**src/rtl/power_stim_sequencer_pkg.sv**
```systemverilog
// power_stim_sequencer_pkg: mode codes, FSM state encodings and default LFSR constants.
package power_stim_sequencer_pkg;

    typedef enum logic [1:0] {
        M_FIXED  = 2'd0,
        M_RANDOM = 2'd1,
        M_ALT    = 2'd2,
        M_RSEL   = 2'd3
    } mode_t;

    typedef enum logic [2:0] {
        S_IDLE,
        S_CLEAR,
        S_LOAD,
        S_START,
        S_WAIT_BUSY,
        S_WAIT_DONE,
        S_GAP
    } state_t;

    localparam logic [31:0] DEF_SEED = 32'hACE1ACE1;
    localparam logic [31:0] DEF_TAPS = 32'h80200003;

endpackage

```
**src/rtl/power_stim_sequencer_lfsr_gen.sv**
```systemverilog
// power_stim_sequencer_lfsr_gen: Fibonacci LFSR that advances one step per step pulse.
module power_stim_sequencer_lfsr_gen
    import power_stim_sequencer_pkg::*;
#(
    parameter int                DATA_W = 32,
    parameter logic [DATA_W-1:0] SEED   = DATA_W'(DEF_SEED),
    parameter logic [DATA_W-1:0] TAPS   = DATA_W'(DEF_TAPS)
) (
    input  logic              clk,
    input  logic              rst,
    input  logic              step,
    output logic [DATA_W-1:0] state
);

    logic [DATA_W-1:0] state_q, state_d;

    // A stuck all-zero state is recovered by reloading the seed.
    always_comb state_d = ~|state_q ? SEED : {state_q[DATA_W-2:0], ^(state_q & TAPS)};

    always_ff @(posedge clk or posedge rst) begin
        if (rst) state_q <= SEED;
        else if (step) state_q <= state_d;
    end

    assign state = state_q;

endmodule

```
**src/rtl/power_stim_sequencer.sv**
```systemverilog
// power_stim_sequencer: drives a clr/start/busy cipher core with fixed/LFSR plaintexts,
// programmable inter-op gap, scope trigger and a per-op fixed/random class label.
module power_stim_sequencer
    import power_stim_sequencer_pkg::*;
#(
    parameter int                DATA_W    = 32,
    parameter logic [DATA_W-1:0] LFSR_SEED = DATA_W'(DEF_SEED),
    parameter logic [DATA_W-1:0] LFSR_TAPS = DATA_W'(DEF_TAPS),
    parameter int                GAP_W     = 8,
    parameter int                COUNT_W   = 16,
    parameter int                BUSY_TMO  = 4
) (
    input  logic               clk,
    input  logic               rst,
    input  logic               enable,
    input  logic [1:0]         mode,
    input  logic [DATA_W-1:0]  fixed_text,
    input  logic [GAP_W-1:0]   gap_cycles,
    input  logic               dut_busy,
    output logic               dut_clr,
    output logic               dut_start,
    output logic [DATA_W-1:0]  dut_text,
    output logic               trigger,
    output logic               is_fixed,
    output logic               done,
    output logic               timeout,
    output logic [COUNT_W-1:0] op_count
);

    localparam int TMO_W = $clog2(BUSY_TMO + 1);

    state_t             state_q;
    logic [GAP_W-1:0]   gap_q;
    logic [TMO_W-1:0]   tmo_q;
    logic [DATA_W-1:0]  text_q, lfsr;
    logic [COUNT_W-1:0] ops_q;
    logic               toggle_q, clr_q, start_q, done_q, timeout_q, fixed_q;
    logic               step, pick_fixed, op_end;
    mode_t              mode_m;

    assign mode_m = mode_t'(mode);

    always_comb begin
        pick_fixed = (mode_m == M_FIXED) ? 1'b1 : (mode_m == M_RANDOM) ? 1'b0 :
                     (mode_m == M_ALT) ? ~toggle_q : lfsr[0];
        step = (state_q == S_LOAD) &&
               ((mode_m == M_RANDOM) || (mode_m == M_RSEL) || ((mode_m == M_ALT) && toggle_q));
        // An op ends either on busy falling or on busy never rising within the timeout window.
        op_end = ~dut_busy && ((state_q == S_WAIT_DONE) ||
                 ((state_q == S_WAIT_BUSY) && (tmo_q == TMO_W'(BUSY_TMO - 1))));
    end

    power_stim_sequencer_lfsr_gen #(
        .DATA_W (DATA_W),
        .SEED   (LFSR_SEED),
        .TAPS   (LFSR_TAPS)
    ) u_lfsr_gen (
        .clk   (clk),
        .rst   (rst),
        .step  (step),
        .state (lfsr)
    );

    always_ff @(posedge clk or posedge rst) begin
        if (rst) begin
            state_q   <= S_IDLE;
            gap_q     <= '0;
            tmo_q     <= '0;
            text_q    <= '0;
            ops_q     <= '0;
            toggle_q  <= 1'b0;
            clr_q     <= 1'b0;
            start_q   <= 1'b0;
            done_q    <= 1'b0;
            timeout_q <= 1'b0;
            fixed_q   <= 1'b0;
        end else begin
            clr_q   <= 1'b0;
            start_q <= 1'b0;
            done_q  <= 1'b0;
            case (state_q)
                S_IDLE: begin
                    clr_q <= enable;
                    if (enable) state_q <= S_CLEAR;
                end
                S_CLEAR: state_q <= S_LOAD;
                S_LOAD: begin
                    state_q <= S_START;
                    start_q <= 1'b1;
                    text_q  <= pick_fixed ? fixed_text : lfsr;
                    fixed_q <= pick_fixed;
                    if (mode_m == M_ALT) toggle_q <= ~toggle_q;
                end
                S_START: begin
                    state_q <= S_WAIT_BUSY;
                    tmo_q   <= '0;
                end
                S_WAIT_BUSY: begin
                    if (dut_busy) state_q <= S_WAIT_DONE;
                    else if (op_end) timeout_q <= 1'b1;
                    else tmo_q <= tmo_q + TMO_W'(1);
                end
                S_WAIT_DONE: ;
                S_GAP: begin
                    if (gap_q == '0) begin
                        state_q <= enable ? S_CLEAR : S_IDLE;
                        clr_q   <= enable;
                    end else gap_q <= gap_q - GAP_W'(1);
                end
                default: state_q <= S_IDLE;
            endcase
            if (op_end) begin
                state_q <= S_GAP;
                gap_q   <= gap_cycles;
                done_q  <= 1'b1;
                if (~&ops_q) ops_q <= ops_q + COUNT_W'(1);
            end
        end
    end

    assign dut_clr   = clr_q;
    assign dut_start = start_q;
    assign trigger   = start_q;
    assign dut_text  = text_q;
    assign is_fixed  = fixed_q;
    assign done      = done_q;
    assign timeout   = timeout_q;
    assign op_count  = ops_q;

endmodule

```
**config.mk**
```make
export PLATFORM = sky130hd
export DESIGN_NAME = power_stim_sequencer
export DESIGN_NICKNAME = d
export VERILOG_FILES = /design/src/rtl/power_stim_sequencer_pkg.sv /design/src/rtl/power_stim_sequencer_lfsr_gen.sv /design/src/rtl/power_stim_sequencer.sv
export SDC_FILE = /design/constraint.sdc
export NUM_CORES = 1
export LEC_CHECK = 0
export BUFFER_PORTS_ARGS = -buffer_cell sky130_fd_sc_hd__buf_2
export CAP_MARGIN = 30
export CORE_ASPECT_RATIO = 1.4
export CORE_MARGIN = 2
export CORE_UTILIZATION = 40
export DETAILED_ROUTE_END_ITERATION = 10
export PLACE_DENSITY = 0.66
export SYNTH_ARGS = -nofsm -noshare
export SYNTH_HDL_FRONTEND = slang
export SYNTH_SLANG_ARGS = --single-unit
```
**constraint.sdc**
```tcl
create_clock -name clk -period 4.3 [get_ports clk]
set_input_delay 0.215 -clock clk [delete_from_list [all_inputs] [get_ports clk]]
set_output_delay 0.215 -clock clk [all_outputs]
set_load 0.005 [all_outputs]
```
; ---- After elaboration in Yosys (flattened, before gate mapping)
; Index checks and enable logic that the tools add are counted.
; Widths: inputs -> output; s select.
[word_totals]
elab_cells = 77
in_bits = 46
regBits = 100
[classes]
reduce_logical = 21
n_eq_ne = 17
n_addsub = 3
mux = 21
bitwise = 3
[op_table]
columns = cell, n
row1 = $mux 32, 2
row2 = $reduce_or 32->1, 1
row3 = $reduce_xor 32->1, 1
row4 = $mux 8, 3
row5 = $pmux 3 s7, 1
row6 = $mux 3, 6
row7 = $add 16x1->16 const B, 1
row8 = $reduce_and 16->1, 1
row9 = $eq 3x2->1 const B, 3
row10 = $eq 3x3->1 const B, 3
row11 = $ne 3x3->1 const B, 3
row12 = $logic_not 8->1, 1
row13 = $ne 2x2->1 const B, 4
row14 = $sub 8x1->8 const B, 1
row15 = $mux 1, 7
row16 = $pmux 3 s2, 1
row17 = $reduce_and 2->1, 3
row18 = $reduce_and 3->1, 2
row19 = $eq 2x2->1 const B, 2
row20 = $logic_and 1x1->1, 4
row21 = $reduce_and 4->1, 1
row22 = $reduce_bool 2->1, 2
row23 = $add 3x1->3 const B, 1
row24 = $eq 3x1->1 const B, 1
row25 = 6 further kinds, 10

; ---- Logic depth before layout (Yosys ltp)
; Gate-level depths: netlist of the first run.
[logic_depth]
depth_word = 7
depth_mapped = 7

; ---- By module
; Synthesis of the first run repeated with hierarchy kept, for this count alone.
[unflattened]
cells_unflattened = 463
hier_area_um2 = 4717.0
[modules_own_cells]
columns = module, cells_per_inst, n_inst, area_per_inst_um2
row1 = power_stim_sequencer, 331, 1, 3339.5
row2 = power_stim_sequencer_lfsr_gen, 132, 1, 1377.6

; ---- Worst setup path after synthesis of the first run
; No wires, ideal clock.
[synth_timing]
kind = flip-flop to flip-flop
start = reg gap_q[3]
end = reg gap_q[1]
path_buffers = 0
setup_time_ns = 0.125
setup_slack_ns = 2.519
t_arrival_ns = 1.656
path_stages_with_launch = 6
path_cell_list = dfrtp_1 > or4_4 > nor3_4 > nor4bb_2 > mux2i_1 > mux2_2
[synth_via]
elab_chain_cells = 3
[synth_lines]
columns = element, line_no
row1 = start: declaration, power_stim_sequencer.sv:33  ; logic [GAP_W-1:0] gap_q;
row2 = start signal: assignment, power_stim_sequencer.sv:108  ; end else gap_q <= gap_q - GAP_W'(1);
row3 = start signal: assignment, power_stim_sequencer.sv:114  ; gap_q <= gap_cycles;
row4 = $logic_not 8->1, power_stim_sequencer.sv:105  ; if (gap_q == '0) begin
row5 = $ne 2x2->1 (no line), -
row6 = $reduce_and 2->1 (no line), -
; No other way between the ends.
; A chain may end at the register's enable or synchronous reset.

; ---- Worst setup path in the final report of the first run
[layout_timing]
start = reg tmo_q[0]
end = reg ops_q[14] (netlist: op_count[14])
[layout_via]
elab_chain_cells = 5
[layout_lines]
columns = element, line_no
row1 = start: declaration, power_stim_sequencer.sv:34  ; logic [TMO_W-1:0] tmo_q;
row2 = start signal: assignment, power_stim_sequencer.sv:101  ; else tmo_q <= tmo_q + TMO_W'(1);
row3 = $eq 3x2->1, power_stim_sequencer.sv:50  ; ((state_q == S_WAIT_BUSY) && (tmo_q == TMO_W'(BUSY_TMO - 1))));
row4 = $logic_and 1x1->1, power_stim_sequencer.sv:50
row5 = $logic_or 1x1->1, power_stim_sequencer.sv:49  ; op_end = ~dut_busy && ((state_q == S_WAIT_DONE) ||
row6 = $logic_and 1x1->1, power_stim_sequencer.sv:49
row7 = $reduce_and 2->1 (no line), -
row8 = end signal: assignment, power_stim_sequencer.sv:116  ; if (~&ops_q) ops_q <= ops_q + COUNT_W'(1);
row9 = end: declaration, power_stim_sequencer.sv:36  ; logic [COUNT_W-1:0] ops_q;
; No other way between the ends.

==> flow_summary_export.csv, run 1 <==
group,metric,value,unit
logic_synthesis,synthCells,470,
logic_synthesis,yosys.area.top_type,"dfrtp_1",
final_layout,fillers,1097,
worst_setup_path,crit_slowest_cell,"o211ai_1",
logic_synthesis,synth_edf_count,0,
sta,rsz0062_at_grt,"no",
die,fp.dieW,95.0,um
die,die_y,131,um
logic_synthesis,synthArstFlopShare,100,%
global_route,grtUsageTotal,16.6,%
final_layout,area_growth,19.9,%
sta,fin_crit_sh,60.3,%
worst_setup_path,crit_path_frequent_cell,"ha_1",
power,p_leak,2.65,nW
sta,layout_min_cycle_time,2.59,ns
cts,cts_root_buf,"clkbuf_16",
final_layout,fin_area,0.00556,mm2
global_route,grt_max_degree,62,
sta,worstMarginPinSlew,0.982,ns
logic_synthesis,synth_seq_cells,100,
final_layout,multi_input_area,0.00198,mm2
logic_synthesis,synth_flop_cell,"dfrtp_1",
worst_setup_path,required,4.51,ns
final_layout,num-nets-final,611,
sta,maxSlewViolCount,0,
power,p_per_area,692,mW/mm2
die,pin_count,100,
global_route,grt_pass1_vias,3421,
logic_synthesis,avgSynthCellArea,9.86,um2
power,p_sw,1.43,mW
power,ir_drop,0.236,mV
sta,setup_viol,0,
power,power.internal,2.41,mW
global_route,grt_pass1_wl,16.6,mm
logic_synthesis,yosys.area.top_type_share,45.3,%
final_layout,final_cell_mix,"buf_2, dfrtp_1, nor2_1, nand2_1, a21oi_1",
final_layout,instances_no_fill,708,
logic_synthesis,synth_area_leaders,"dfrtp_1, dfstp_2, mux2i_1",
final_layout,layout_commonest_cell,"buf_2",
placement,gp_congestion,0.800,
placement,dpl_cell_area,0.00527,mm2
die,core,0.0113,mm2
drt,postRouteAntennaNets,0,
hold_path,hold_class,"in2async",
worst_setup_path,endpoint_kind,"register",
worst_setup_path,cp-start-kind,"register",
power,power_frac_seq,45.8,%
power,p_clk_share,20.4,%
cts,cts.sinks,100,
drt,wire_per_inst,14.0,um
die,dieArea,0.0125,mm2
worst_setup_path,crit_type,"reg2reg",
cts,insertion_delay,0.34,ns
global_route,grt-ovfl-total,0,
global_route,antenna_found_initial,0,
cts,ctsResizeCount,0,
sta,finalHoldViolations,0,
drt,vias_per_cell,5.11,
power,pwr-share-comb,33.8,%
placement,dp.cells,692,
cts,cts.path.max_buffers,2,
placement,dpl.hpwl,6.98,mm
run,drv_cap,0,
sta,tns,0,ns
logic_synthesis,yosysSeqAreaShare,54.4,%
power,swShare,37.3,%
sta,finClkSkew,0.0108,ns
status,status,"finished clean",
cts,ctsHtreeMaxLevel,3,
worst_setup_path,worstPathMaxFanout,12,
worst_setup_path,reg2reg_setup_slack,1.71,ns
sta,slew_headroom,34.5,%
final_layout,drive_gt1_share,26.4,%
die,initial_core_util,40.9,%
drt,drc,0,
drt,drtPass1Iterations,5,
final_layout,n_antenna_cell,0,
drt,drt_iter0_markers,201,
cts,hold_buffers,0,
worst_setup_path,slowest_delay,0.72,ns
worst_setup_path,r2r_end,"op_count[14]",
worst_setup_path,worstReg2RegStart,"tmo_q[0]",
worst_setup_path,reg2reg_depth,7,
cts,numCtsBuffers,9,
die,rows,46,
logic_synthesis,yosysWarningCount,0,
cts,cts.clk_slew.worst_paths,0.07,ns
drt,num_vias,3616,
cts,cts_setup_buffers,0,
drt,totalWireLength,9.90,mm
worst_setup_path,critPathArrivalTime,2.80,ns
placement,io_buffer_count,99,
cts,cts_tree,"yes",
logic_synthesis,mappedNetlistNets,522,
final_layout,seqCellArea,0.00252,mm2
logic_synthesis,netlist-cell-type-count,43,
logic_synthesis,netlist_area,0.00464,mm2
worst_setup_path,cp_cell_sequence,"ha_1 -> ha_1 -> o211ai_1 -> inv_1 -> nand3b_1 -> nor4_1 -> xor2_1",
sta,fmax,386,MHz
-- synth_stat cells (2+ instances only) --
library cell   n
nand2_1       59
nand2b_1       2
nor2_1        83
nor4_1         7
nor4b_1        2
o21ai_0       11
a21oi_1       58
and3_1         2
o211ai_1       2
nand4b_1       2
buf_2          6
nand3_1        8
ha_1           6
mux2_2         3
nand4_1        6
a31oi_1        2
xor2_1        12
dfstp_2       16
nor3b_1        2
clkbuf_1      17
xnor2_1       12
nor3_1         3
and4_1         3
mux2i_1       32
inv_1          8
dfrtp_1       84
nand3b_1       4
or4_1          3
-- worst max path at each step --
stage	from	end	slack, ns	cells after the start
6_report	tmo_q[0]	op_count[14]	1.71	7
5_1_grt	tmo_q[0]	op_count[14]	1.43	7
4_1_cts	tmo_q[0]	op_count[14]	1.67	7
3_5_place_dp	tmo_q[0]	op_count[14]	1.69	7
3_3_place_gp	tmo_q[0]	op_count[14]	1.79	7
2_1_floorplan	rst	done	1.49	1
-- area by class of cell --
| type | count | area share (%) |
|---|---|---|
| clock inverters | 6 | 0.968 |
| multi-input cells | 337 | 35.7 |
| repair buffers | 103 | 9.82 |
| well taps | 144 | 3.24 |
| flip-flops and latches | 100 | 45.4 |
| clock buffers | 10 | 4.30 |
| inverters | 8 | 0.585 |
-- metrics by stage --
| step | hold slack [ns] | util (%) | power (mW) | setup slack, ns |
|---|---|---|---|---|
| after global placement | 0.397 | 46.2 | 3.02 | 1.79 |
| final | 0.00239 | 49.0 | 3.85 | 1.71 |
| after CTS | 0.0301 | 49.0 | 3.91 | 1.67 |
| after detailed placement | 0.404 | 46.4 | 3.10 | 1.69 |
| after floorplan | 0.332 | - | 2.63 | 1.49 |
| after global routing | 0.0553 | 49.0 | 4.18 | 1.43 |
-- logic make-up after synthesis --
logic type	share of synthesized area, %
adders and majority gates	1.62
muxes	7.64
and+or+nand+nor	20.1
AOI/OAI and AO/OA	8.58
DFF	54.4
buffers and inverters	3.08
xor gates and xnor gates	4.53
-- power by group through the flow --
| stage | Sequential [mW] | Combinational (mW) | Clock, mW |
|---|---|---|---|
| 5_1_grt | 1.83 | 1.50 | 0.856 |
| 3_5_place_dp | 1.78 | 1.32 | 0 |
| 2_1_floorplan | 1.68 | 0.956 | 0 |
| 6_report | 1.76 | 1.30 | 0.785 |
| 3_3_place_gp | 1.76 | 1.26 | 0 |
| 4_1_cts | 1.76 | 1.33 | 0.816 |
-- layer usage --
| metal | vias to the layer above | track usage, % | part of all wire, % | routed length [um] |
|---|---|---|---|---|
| met5 | - | 0 | 0 | 0 |
| li1 | 1783 | - | - | - |
| met4 | 0 | 5.07 | 1.2 | 117 |
| met3 | 9 | 3.10 | 4.6 | 453 |
| met1 | 1734 | 21.3 | 44 | 4320 |
| met2 | 90 | 28.2 | 51 | 5000 |
-- registers in the layout (all words and copies together), names as in the netlist --
name              cells
is_fixed              1
dut_clr               1
op_count             16
dut_text             32
done                  1
gap_q                 8
state_q               3
tmo_q                 3
dut_start             1
toggle_q              1
u_lfsr_gen.state     32
timeout               1
-- critical path, delay by kind of cell, from the launching register on --
family,cells,cell delay (ns)
buffers and inverters,1,0.39
XOR/XNOR,1,0.14
AND/OR/NAND/NOR,2,0.36
adder cells (fa/ha/maj),2,0.43
flip-flops,1,0.41
AO/OA/AOI/OAI,1,0.72
Power figures use the tool's default switching activity.
==> inputs of run 2 (changes only) <==
==> constraint.sdc (replaced) <==
create_clock -name clk -period 2.4 [get_ports clk]
set_input_delay 0.12 -clock clk [delete_from_list [all_inputs] [get_ports clk]]
set_output_delay 0.12 -clock clk [all_outputs]
set_load 0.005 [all_outputs]
==> run 2 against run 1 <==
- combinational power increased by 90%
- cell count grew 1.8%
- cell area rose by 1.9%
- via count rose by 2.3%
- hold slack better by 0.017 ns
- core utilization grew 0.94 points
- sequential cell count unchanged
- register-to-register slack worse by 1.4 ns
- first-iteration DRC count fell by 50%
==> flow_summary_export.csv, run 2 (synthesis results as in run 1) <==
group,metric,value,unit
sta,maxSlewViolCount,0,
worst_setup_path,reg2reg_setup_slack,0.31,ns
worst_setup_path,cp-start-kind,"register",
die,core,0.0113,mm2
worst_setup_path,crit_type,"reg2reg",
worst_setup_path,crit_slowest_cell,"or4_1",
drt,num_vias,3700,
power,p_leak,2.70,nW
placement,dpl.hpwl,7.31,mm
placement,io_buffer_count,99,
worst_setup_path,crit_path_start,"u_lfsr_gen.state[20]",
die,pin_count,100,
drt,postRouteAntennaNets,0,
final_layout,area_growth,22.2,%
final_layout,layout_commonest_cell,"buf_2",
hold_path,hold_class,"in2reg",
final_layout,num-nets-final,624,
sta,whs,0.0192,ns
worst_setup_path,r2r_end,"u_lfsr_gen.state[1]",
die,die_y,131,um
sta,fmax,479,MHz
sta,slew_headroom,58.1,%
drt,drtPass1Iterations,4,
sta,worstMarginPinSlew,0.628,ns
drt,drt_iter0_markers,101,
sta,fin_crit_sh,87.0,%
drt,drc,0,
worst_setup_path,cp_cell_sequence,"or4_1 -> nor4_2 -> nand4_2 -> nand3_1 -> o21ai_0",
sta,setup_viol,0,
sta,tns,0,ns
final_layout,final_cell_mix,"buf_2, dfrtp_1, nor2_1, nand2_1, a21oi_1",
placement,gp_congestion,0.774,
placement,dp.cells,700,
sta,finalHoldViolations,0,
sta,timing.final.ws_setup,0.313,ns
worst_setup_path,critPathArrivalTime,2.30,ns
global_route,grt_max_degree,45,
global_route,grt-ovfl-total,0,
worst_setup_path,worstReg2RegStart,"u_lfsr_gen.state[20]",
global_route,antenna_found_initial,0,
sta,layout_min_cycle_time,2.09,ns
global_route,grt_pass1_wl,16.9,mm
status,status,"finished clean",
cts,cts_setup_buffers,0,
drt,totalWireLength,10.2,mm
cts,insertion_delay,0.35,ns
worst_setup_path,crit_end,"u_lfsr_gen.state[1]",
die,rows,46,
global_route,grtUsageTotal,17.0,%
final_layout,fillers,1061,
sta,rsz0062_at_grt,"no",
power,ir_drop,0.439,mV
power,p_per_area,1230,mW/mm2
sta,finClkSkew,0.00822,ns
final_layout,instances_no_fill,721,
cts,ctsHtreeMaxLevel,3,
final_layout,drive_gt1_share,27.2,%
cts,cts.clk_slew.worst_paths,0.07,ns
die,initial_core_util,40.9,%
cts,cts.sinks,100,
drt,wire_per_inst,14.1,um
run,drv_cap,0,
cts,cts_tree,"yes",
cts,cts.path.max_buffers,2,
cts,cts_root_buf,"clkbuf_16",
cts,numCtsBuffers,9,
worst_setup_path,endpoint_kind,"register",
die,dieArea,0.0125,mm2
die,fp.dieW,95.0,um
worst_setup_path,slowest_delay,0.55,ns
final_layout,n_antenna_cell,0,
worst_setup_path,reg2reg_depth,5,
placement,pre_cts_ws,0.325,ns
worst_setup_path,required,2.62,ns
worst_setup_path,worstPathMaxFanout,18,
final_layout,utilization,50.0,%
drt,vias_per_cell,5.13,
global_route,grt_pass1_vias,3676,
## run 2: area by class of cell
cell class	instances	area, um2	share of cell area, %
inverter	8	33.8	0.596
clock inverter	7	57.6	1.02
multi-input combinational	337	1980	35.0
tap	144	180	3.18
clock buffer	9	225	3.98
sequential	100	2520	44.5
timing repair buffer	116	661	11.7
## run 2: timing repair
item	4_1_cts	5_1_grt
hold buffers	5	0
endpoints found under the hold margin	24	0
resized for setup	0	0
## run 2: layer usage
metal / track usage [%] / routed length [um] / vias up
met5: 0 / 0 / -
met4: 7.33 / 222 / 0
met3: 3.44 / 470 / 17
met2: 30.7 / 5350 / 89
met1: 18.9 / 4150 / 1786
li1: - / - / 1808
## run 2: critical path: cells and delay by family (launching register included)
family             cells  cell delay, ns
and+or+nand+nor        4            1.44
DFF                    1            0.41
AOI/OAI and AO/OA      1            0.10
## run 2: worst min path at each step
stage / endpoint / from / slack [ns] / depth (start not counted)
2_1_floorplan: gap_q[0] / gap_cycles[0] / 0.24 / 2
3_3_place_gp: dut_text[12] / rst / 0.18 / 2
3_5_place_dp: dut_text[12] / rst / 0.18 / 2
4_1_cts: gap_q[2] / gap_cycles[2] / 0.01 / 3
5_1_grt: gap_q[6] / gap_cycles[6] / 0.06 / 3
6_report: gap_q[6] / gap_cycles[6] / 0.02 / 3
## run 2: per-stage QoR
stage	total power [mW]	instance area [um2]
3_3_place_gp	5.53	5330
5_1_grt	7.57	5660
2_1_floorplan	4.71	4640
4_1_cts	7.08	5660
3_5_place_dp	5.67	5330
6_report	6.99	5660
## run 2: power by group
part / leakage (nW) / internal, mW / total, mW / switching, mW
logic: 1.38 / 1.14 / 2.47 / 1.33
clock network: 0.134 / 0.718 / 1.39 / 0.670
registers: 1.18 / 2.51 / 3.13 / 0.627
